===== src/rtl/cg_mem_pkg.sv =====
// Shared width helpers for the CommonGoods memory arbiter slice.
package cg_mem_pkg;

    typedef int unsigned cg_width_t;

    function automatic cg_width_t cg_clog2(input cg_width_t value);
        cg_width_t result;
        result = 0;
        while ((cg_width_t'(1) << result) < value) begin
            result = result + 1;
        end
        return result;
    endfunction

    // A single requester still needs a one-bit index so vectors never collapse to zero width.
    function automatic cg_width_t cg_idx_width(input cg_width_t num_ports);
        return (num_ports <= 2) ? cg_width_t'(1) : cg_clog2(num_ports);
    endfunction

    function automatic cg_width_t cg_strb_width(input cg_width_t data_width);
        return data_width / 8;
    endfunction

endpackage


===== src/rtl/cg_mem_arbiter_rr.sv =====
// Round-robin arbiter with grant lock: holds its choice while the downstream side stalls.
module cg_rr_arbiter
    import cg_mem_pkg::*;
#(
    parameter int NUM_PORTS = 2,
    localparam int IW = int'(cg_idx_width(NUM_PORTS))
) (
    input  logic                 clk,
    input  logic                 rst,
    input  logic [NUM_PORTS-1:0] req,
    input  logic                 hold,
    input  logic                 advance,
    output logic [NUM_PORTS-1:0] grant,
    output logic [IW-1:0]        grant_idx
);

    logic [IW-1:0] ptr;
    logic [IW-1:0] held_idx;
    logic          lock;
    logic [IW-1:0] search_idx;
    logic [IW-1:0] cand;
    logic [IW-1:0] next_ptr;
    logic          found;

    // Search begins at the pointer and wraps; a locked grant overrides the search.
    always_comb begin
        search_idx = ptr;
        found      = 1'b0;
        cand       = '0;
        for (int i = 0; i < NUM_PORTS; i++) begin
            cand = IW'((int'(ptr) + i) % NUM_PORTS);
            if (!found && req[cand]) begin
                found      = 1'b1;
                search_idx = cand;
            end
        end
        grant_idx        = lock ? held_idx : search_idx;
        grant            = '0;
        grant[grant_idx] = req[grant_idx];
        next_ptr         = (grant_idx == IW'(NUM_PORTS - 1)) ? '0 : grant_idx + IW'(1);
    end

    always_ff @(posedge clk) begin
        if (rst) begin
            ptr      <= '0;
            held_idx <= '0;
            lock     <= 1'b0;
        end else if (advance) begin
            ptr  <= next_ptr;
            lock <= 1'b0;
        end else if (hold) begin
            lock     <= 1'b1;
            held_idx <= grant_idx;
        end
    end

endmodule


===== src/rtl/cg_mem_arbiter.sv =====
// N-to-1 memory arbiter: independent round-robin read-address and write channels,
// in-order read responses steered back through an outstanding-ID FIFO.
module cg_mem_arbiter
    import cg_mem_pkg::*;
#(
    parameter int NUM_PORTS       = 2,
    parameter int DATA_WIDTH      = 32,
    parameter int ADDR_WIDTH      = 32,
    parameter int MAX_OUTSTANDING = 4
) (
    input  logic                              i_clk,
    input  logic                              i_rst,
    input  logic [NUM_PORTS-1:0]              i_raddr_valid,
    output logic [NUM_PORTS-1:0]              o_raddr_ready,
    input  logic [NUM_PORTS*ADDR_WIDTH-1:0]   i_raddr,
    output logic [NUM_PORTS-1:0]              o_rdata_valid,
    input  logic [NUM_PORTS-1:0]              i_rdata_ready,
    output logic [DATA_WIDTH-1:0]             o_rdata,
    input  logic [NUM_PORTS-1:0]              i_wdata_valid,
    output logic [NUM_PORTS-1:0]              o_wdata_ready,
    input  logic [NUM_PORTS*ADDR_WIDTH-1:0]   i_waddr,
    input  logic [NUM_PORTS*DATA_WIDTH-1:0]   i_wdata,
    input  logic [NUM_PORTS*DATA_WIDTH/8-1:0] i_wstrb,
    output logic                              o_m_raddr_valid,
    input  logic                              i_m_raddr_ready,
    output logic [ADDR_WIDTH-1:0]             o_m_raddr,
    input  logic                              i_m_rdata_valid,
    output logic                              o_m_rdata_ready,
    input  logic [DATA_WIDTH-1:0]             i_m_rdata,
    output logic                              o_m_wdata_valid,
    input  logic                              i_m_wdata_ready,
    output logic [ADDR_WIDTH-1:0]             o_m_waddr,
    output logic [DATA_WIDTH-1:0]             o_m_wdata,
    output logic [DATA_WIDTH/8-1:0]           o_m_wstrb,
    output logic                              o_err
);

    localparam int IW  = int'(cg_idx_width(NUM_PORTS));
    localparam int SW  = int'(cg_strb_width(DATA_WIDTH));
    localparam int FAW = int'(cg_clog2(MAX_OUTSTANDING));
    localparam logic [FAW:0] FIFO_FULL_COUNT = (FAW+1)'(MAX_OUTSTANDING);

    logic [NUM_PORTS-1:0] rd_grant;
    logic [IW-1:0]        rd_idx;
    logic                 rd_hs;
    logic                 rd_hold;
    logic [NUM_PORTS-1:0] wr_grant;
    logic [IW-1:0]        wr_idx;
    logic                 wr_hs;
    logic                 wr_hold;

    logic [IW-1:0]  fifo_mem [MAX_OUTSTANDING];
    logic [FAW-1:0] fifo_wr_ptr;
    logic [FAW-1:0] fifo_rd_ptr;
    logic [FAW:0]   fifo_count;
    logic           fifo_full;
    logic           fifo_empty;
    logic [IW-1:0]  head;
    logic           rsp_pop;

    cg_rr_arbiter #(.NUM_PORTS(NUM_PORTS)) u_rd_arb (
        .clk       (i_clk),
        .rst       (i_rst),
        .req       (i_raddr_valid),
        .hold      (rd_hold),
        .advance   (rd_hs),
        .grant     (rd_grant),
        .grant_idx (rd_idx)
    );

    cg_rr_arbiter #(.NUM_PORTS(NUM_PORTS)) u_wr_arb (
        .clk       (i_clk),
        .rst       (i_rst),
        .req       (i_wdata_valid),
        .hold      (wr_hold),
        .advance   (wr_hs),
        .grant     (wr_grant),
        .grant_idx (wr_idx)
    );

    assign fifo_full  = (fifo_count == FIFO_FULL_COUNT);
    assign fifo_empty = (fifo_count == '0);
    assign head       = fifo_mem[fifo_rd_ptr];

    // Full blocks issue on the registered count only, keeping rdata off the raddr path.
    assign o_m_raddr_valid = !i_rst && (|rd_grant) && !fifo_full;
    assign o_raddr_ready   = (!i_rst && i_m_raddr_ready && !fifo_full) ? rd_grant : '0;
    assign o_m_raddr       = i_raddr[int'(rd_idx)*ADDR_WIDTH +: ADDR_WIDTH];
    assign rd_hs           = o_m_raddr_valid && i_m_raddr_ready;
    assign rd_hold         = o_m_raddr_valid && !i_m_raddr_ready;

    assign o_m_wdata_valid = !i_rst && (|wr_grant);
    assign o_wdata_ready   = (!i_rst && i_m_wdata_ready) ? wr_grant : '0;
    assign o_m_waddr       = i_waddr[int'(wr_idx)*ADDR_WIDTH +: ADDR_WIDTH];
    assign o_m_wdata       = i_wdata[int'(wr_idx)*DATA_WIDTH +: DATA_WIDTH];
    assign o_m_wstrb       = i_wstrb[int'(wr_idx)*SW +: SW];
    assign wr_hs           = o_m_wdata_valid && i_m_wdata_ready;
    assign wr_hold         = o_m_wdata_valid && !i_m_wdata_ready;

    // With nothing outstanding the memory side is drained so a stray response cannot stall it.
    always_comb begin
        o_rdata_valid   = '0;
        o_m_rdata_ready = 1'b0;
        if (!i_rst) begin
            if (fifo_empty) begin
                o_m_rdata_ready = 1'b1;
            end else begin
                o_rdata_valid[head] = i_m_rdata_valid;
                o_m_rdata_ready     = i_rdata_ready[head];
            end
        end
    end

    assign o_rdata = i_m_rdata;
    assign rsp_pop = !fifo_empty && i_m_rdata_valid && o_m_rdata_ready;

    always_ff @(posedge i_clk) begin
        if (rd_hs) begin
            fifo_mem[fifo_wr_ptr] <= rd_idx;
        end
    end

    always_ff @(posedge i_clk) begin
        if (i_rst) begin
            fifo_wr_ptr <= '0;
            fifo_rd_ptr <= '0;
            fifo_count  <= '0;
        end else begin
            if (rd_hs) begin
                fifo_wr_ptr <= fifo_wr_ptr + FAW'(1);
            end
            if (rsp_pop) begin
                fifo_rd_ptr <= fifo_rd_ptr + FAW'(1);
            end
            case ({rd_hs, rsp_pop})
                2'b10:   fifo_count <= fifo_count + (FAW+1)'(1);
                2'b01:   fifo_count <= fifo_count - (FAW+1)'(1);
                default: fifo_count <= fifo_count;
            endcase
        end
    end

    always_ff @(posedge i_clk) begin
        if (i_rst) begin
            o_err <= 1'b0;
        end else if (fifo_empty && i_m_rdata_valid) begin
            o_err <= 1'b1;
        end
    end

endmodule

===== config.mk =====
export PLATFORM = sky130hd
export DESIGN_NAME = cg_mem_arbiter
export DESIGN_NICKNAME = d
export VERILOG_FILES = /design/src/rtl/cg_mem_pkg.sv /design/src/rtl/cg_mem_arbiter_rr.sv /design/src/rtl/cg_mem_arbiter.sv
export SDC_FILE = /design/constraint.sdc
export NUM_CORES = 1
export LEC_CHECK = 0
export CELL_PAD_IN_SITES_DETAIL_PLACEMENT = 1
export CELL_PAD_IN_SITES_GLOBAL_PLACEMENT = 1
export CORE_AREA = 2 2 150 152
export DETAILED_ROUTE_END_ITERATION = 16
export DIE_AREA = 0 0 152 154
export PLACE_DENSITY_LB_ADDON = 0.08
export SYNTH_ARGS = -nofsm -noshare
export SYNTH_HDL_FRONTEND = slang
export SYNTH_HIERARCHICAL = 1
export SYNTH_SLANG_ARGS = --single-unit

===== constraint.sdc =====
create_clock -name i_clk -period 8.57 [get_ports i_clk]
set_input_delay 1.714 -clock i_clk [delete_from_list [all_inputs] [get_ports i_clk]]
set_output_delay 1.714 -clock i_clk [all_outputs]
set_load 0.005 [all_outputs]

==> results.cfg <==
[run_status]
run_status = complete, no violations

[floorplanning]
initial_utilization_pct = 11.71
core_rows = 54
fp.dieArea_mm2 = 0.02341
io_pins = 385
dieWidth_um = 152
chipHeight_um = 154
coreArea_mm2 = 0.02169

[clocking]
clk_pin_slew_ns = 0.06
clock_tree.root_cell = clkbuf_16
clk_latency_ns = 0.25
cts_tree = built
ctsHtreeMaxLevel = 1
cts_buffers = 3
cts_num_sinks = 20
holdBufCountCts = 0
cts_resized = 0
clock_path_buffers = 2
post_cts_setup_inserts = 0

[global_routing]
maximum_number_of_pins_on_one_net_before_global_route_repair = 51
grt_pass1_vias = 3522
grt_antenna_before_repair = 6
grt.total_usage_pct = 12.83
grt_overflow = 0
wire_length_of_the_first_global_routing_pass_um = 22710

[hold_path]
worst_hold_start = fifo_rd_ptr[1]$_SDFFE_PP0P_
min_delay_path_depth = 1
holdCritPathClass = reg2reg

[setup_path]
cp_data_required_time_ns = 6.86
startpoint_class_of_the_critical_path = primary input
reg2reg_setup_slack_ns = 5.61
critical_path.reg2reg.endpoint = fifo_count[2]$_SDFFE_PP0P_
rr_worst_depth = 12
end_kind = output pin
arrival_ns = 4.69
crit-reg2reg-launch = u_rd_arb/ptr$_SDFFE_PP0P_
critPathKind = in2out
path_max_fanout = 50

[route]
drtIter0Drc = 93
detail_route.drc_violations = 0
met2_wirelength_um = 8918
totalWireLength_um = 15890
routed_via_density = 3.749
wl_met3_um = 1859
drt.antenna.violating_nets = 0
via_count_of_the_routed_design = 3104
routedWlPerCell_um = 19.19
wirelength_met1_um = 4945
dr.max_layer_used = met5
drt-pass1-iter-count = 3

[pwr]
power_mw = 0.5477
maximum_vdd_drop_mv = 0.05133
p_leak_nw = 2.109
cellPowerDensity_mw_per_mm2 = 92.32

[yosys]
synthesis.area_per_instance_um2 = 9.621
yosys_warnings = 6
synthDistinctLibCells = 41
synth_fp_nets = 513
synth.area.top_cells = mux2_2 44%, dfxtp_1 13%, buf_4 9.5%
synthMostInstantiatedCell = mux2_2
yosys.area.top_type = mux2_2
synth.cells.most_frequent = 100 x mux2_2, 32 x buf_4, 18 x nor2_1, 16 x dfxtp_1, 9 x inv_1
syn-instance-count = 264
synth_enable_flop_cells = 4
ys_seq_area_share_pct = 17.34
post_synth_instance_area_mm2 = 0.002540
async_flop_share_pct = 0
synthFlopType = dfxtp_1
postSynthRegisterBits = 20
area_share_of_the_largest_cell_type_after_synthesis_pct = 44.33

[sta]
min_clock_period_post_route_ns = 6.407
maxSlewViolCount = 0
timing.clock.skew_ns = 0.003579
grt_setup_unrepaired = no
tightest_slew_ns = 1.067
fmaxAchievable_mhz = 156.1
hold-worst-slack_ns = 0.4628
min_period_over_period_pct = 74.76
hold_viol = 0
setup_violations = 0
sum_of_negative_setup_slack_ns = 0
timing.max_slew.rel_slack_pct = 28.79

[finish]
layout-drive-gt1-share_pct = 21.83
finalNetCount = 795
area_delta_synth_final_pct = 133.6

[place]
dpl.hpwl_um = 14300
placer_congestion_estimate = 0.8199
port_buffers = 320

[job]
timing.max_cap.violations = 0
[through the flow]
stage	setup WS, ns	util (%)	cells	area (um^2)
2_1_floorplan	3.568	-	264	2540
3_3_place_gp	2.116	26.84	821	5821
3_5_place_dp	2.105	26.84	821	5821
4_1_cts	2.099	27.32	825	5926
5_1_grt	1.988	27.32	825	5926
6_report	2.163	27.36	828	5933
[how the worst max path moves through the flow]
stage	startpoint	to	depth (start not counted)	slack (ns)
final	i_wdata_valid[0]	o_m_wstrb[0]	8	2.16
after detailed placement	i_wdata_valid[0]	o_m_wstrb[0]	8	2.10
after global placement	i_wdata_valid[0]	o_m_wstrb[2]	8	2.12
after floorplan	i_wdata_valid[0]	o_m_waddr[16]	8	3.57
after global routing	i_wdata_valid[0]	o_m_wstrb[0]	8	1.99
after CTS	i_wdata_valid[0]	o_m_wstrb[0]	8	2.10
[cell families (layout without fill, tap and decap cells)]
family	after synthesis	in the layout	synth area share (%)
xor+xnor	3	3	1.035
buf+inv	57	338	13.25
simple gates	58	58	13.65
fa+ha+maj	6	6	3.251
flops	20	20	17.34
mux	103	103	46.01
compound gates	17	17	5.468
other cells	0	3	0
[critical path, stage by stage]
cell	delay [ns]
clkdlybuf4s50_1	0.43
inv_2	0.07
a21oi_1	0.07
o31a_1	0.34
inv_2	0.78
buf_4	0.42
mux2_2	0.38
clkdlybuf4s50_1	0.47
[cells in the final DEF, fill, tap and decap left out, drive strengths merged, types with 2 or more instances in the layout]
cell type	Yosys	final
a211oi	3	3
and2	8	8
inv	11	11
buf	38	3
nor4b	3	3
and3	2	2
nand2	2	2
a21oi	6	6
nor3	9	9
diode	0	3
o21ai	3	3
clkbuf	8	3
nand2b	2	2
edfxtp	4	4
nand3	2	2
nor2	18	18
o31a	2	2
and3b	2	2
mux2	100	100
xor2	2	2
mux2i	2	2
ha	5	5
clkdlybuf4s50	0	320
dfxtp	16	16
nor2b	5	5
[per-layer routing]
| metal | track usage (%) | vias to the layer above |
|---|---|---|
| met3 | 7.384 | 13 |
| li1 | - | 1473 |
| met1 | 11.32 | 1449 |
| met5 | 0 | - |
| met2 | 25.44 | 167 |
| met4 | 1.958 | 2 |
[power breakdown]
| part | switching (mW) | internal, mW |
|---|---|---|
| clock | 0.0377 | 0.0927 |
| combinational | 0.0960 | 0.218 |
| sequential | 0.00354 | 0.0999 |
[area by class of cell]
| cell class | instances | area [um^2] |
|---|---|---|
| Sequential cell | 20 | 440.4 |
| Multi-Input combinational cell | 187 | 1763 |
| Fill cell | 2463 | 15760 |
| Inverter | 11 | 41.29 |
| Antenna cell | 3 | 7.507 |
| Tap cell | 280 | 350.3 |
| Timing Repair Buffer | 323 | 3226 |
| Clock inverter | 1 | 30.03 |
| Clock buffer | 3 | 75.07 |
[sequential cells by signal, indices dropped and copies added, names as in the netlist, named ones only]
name,cells
fifo_mem,4
u_wr_arb/held_idx,1
u_rd_arb/ptr,1
fifo_rd_ptr,2
fifo_count,3
u_wr_arb/lock,1
o_err,1
u_rd_arb/held_idx,1
u_rd_arb/lock,1
fifo_wr_ptr,2
u_wr_arb/ptr,1
Power figures use the tool's default switching activity.
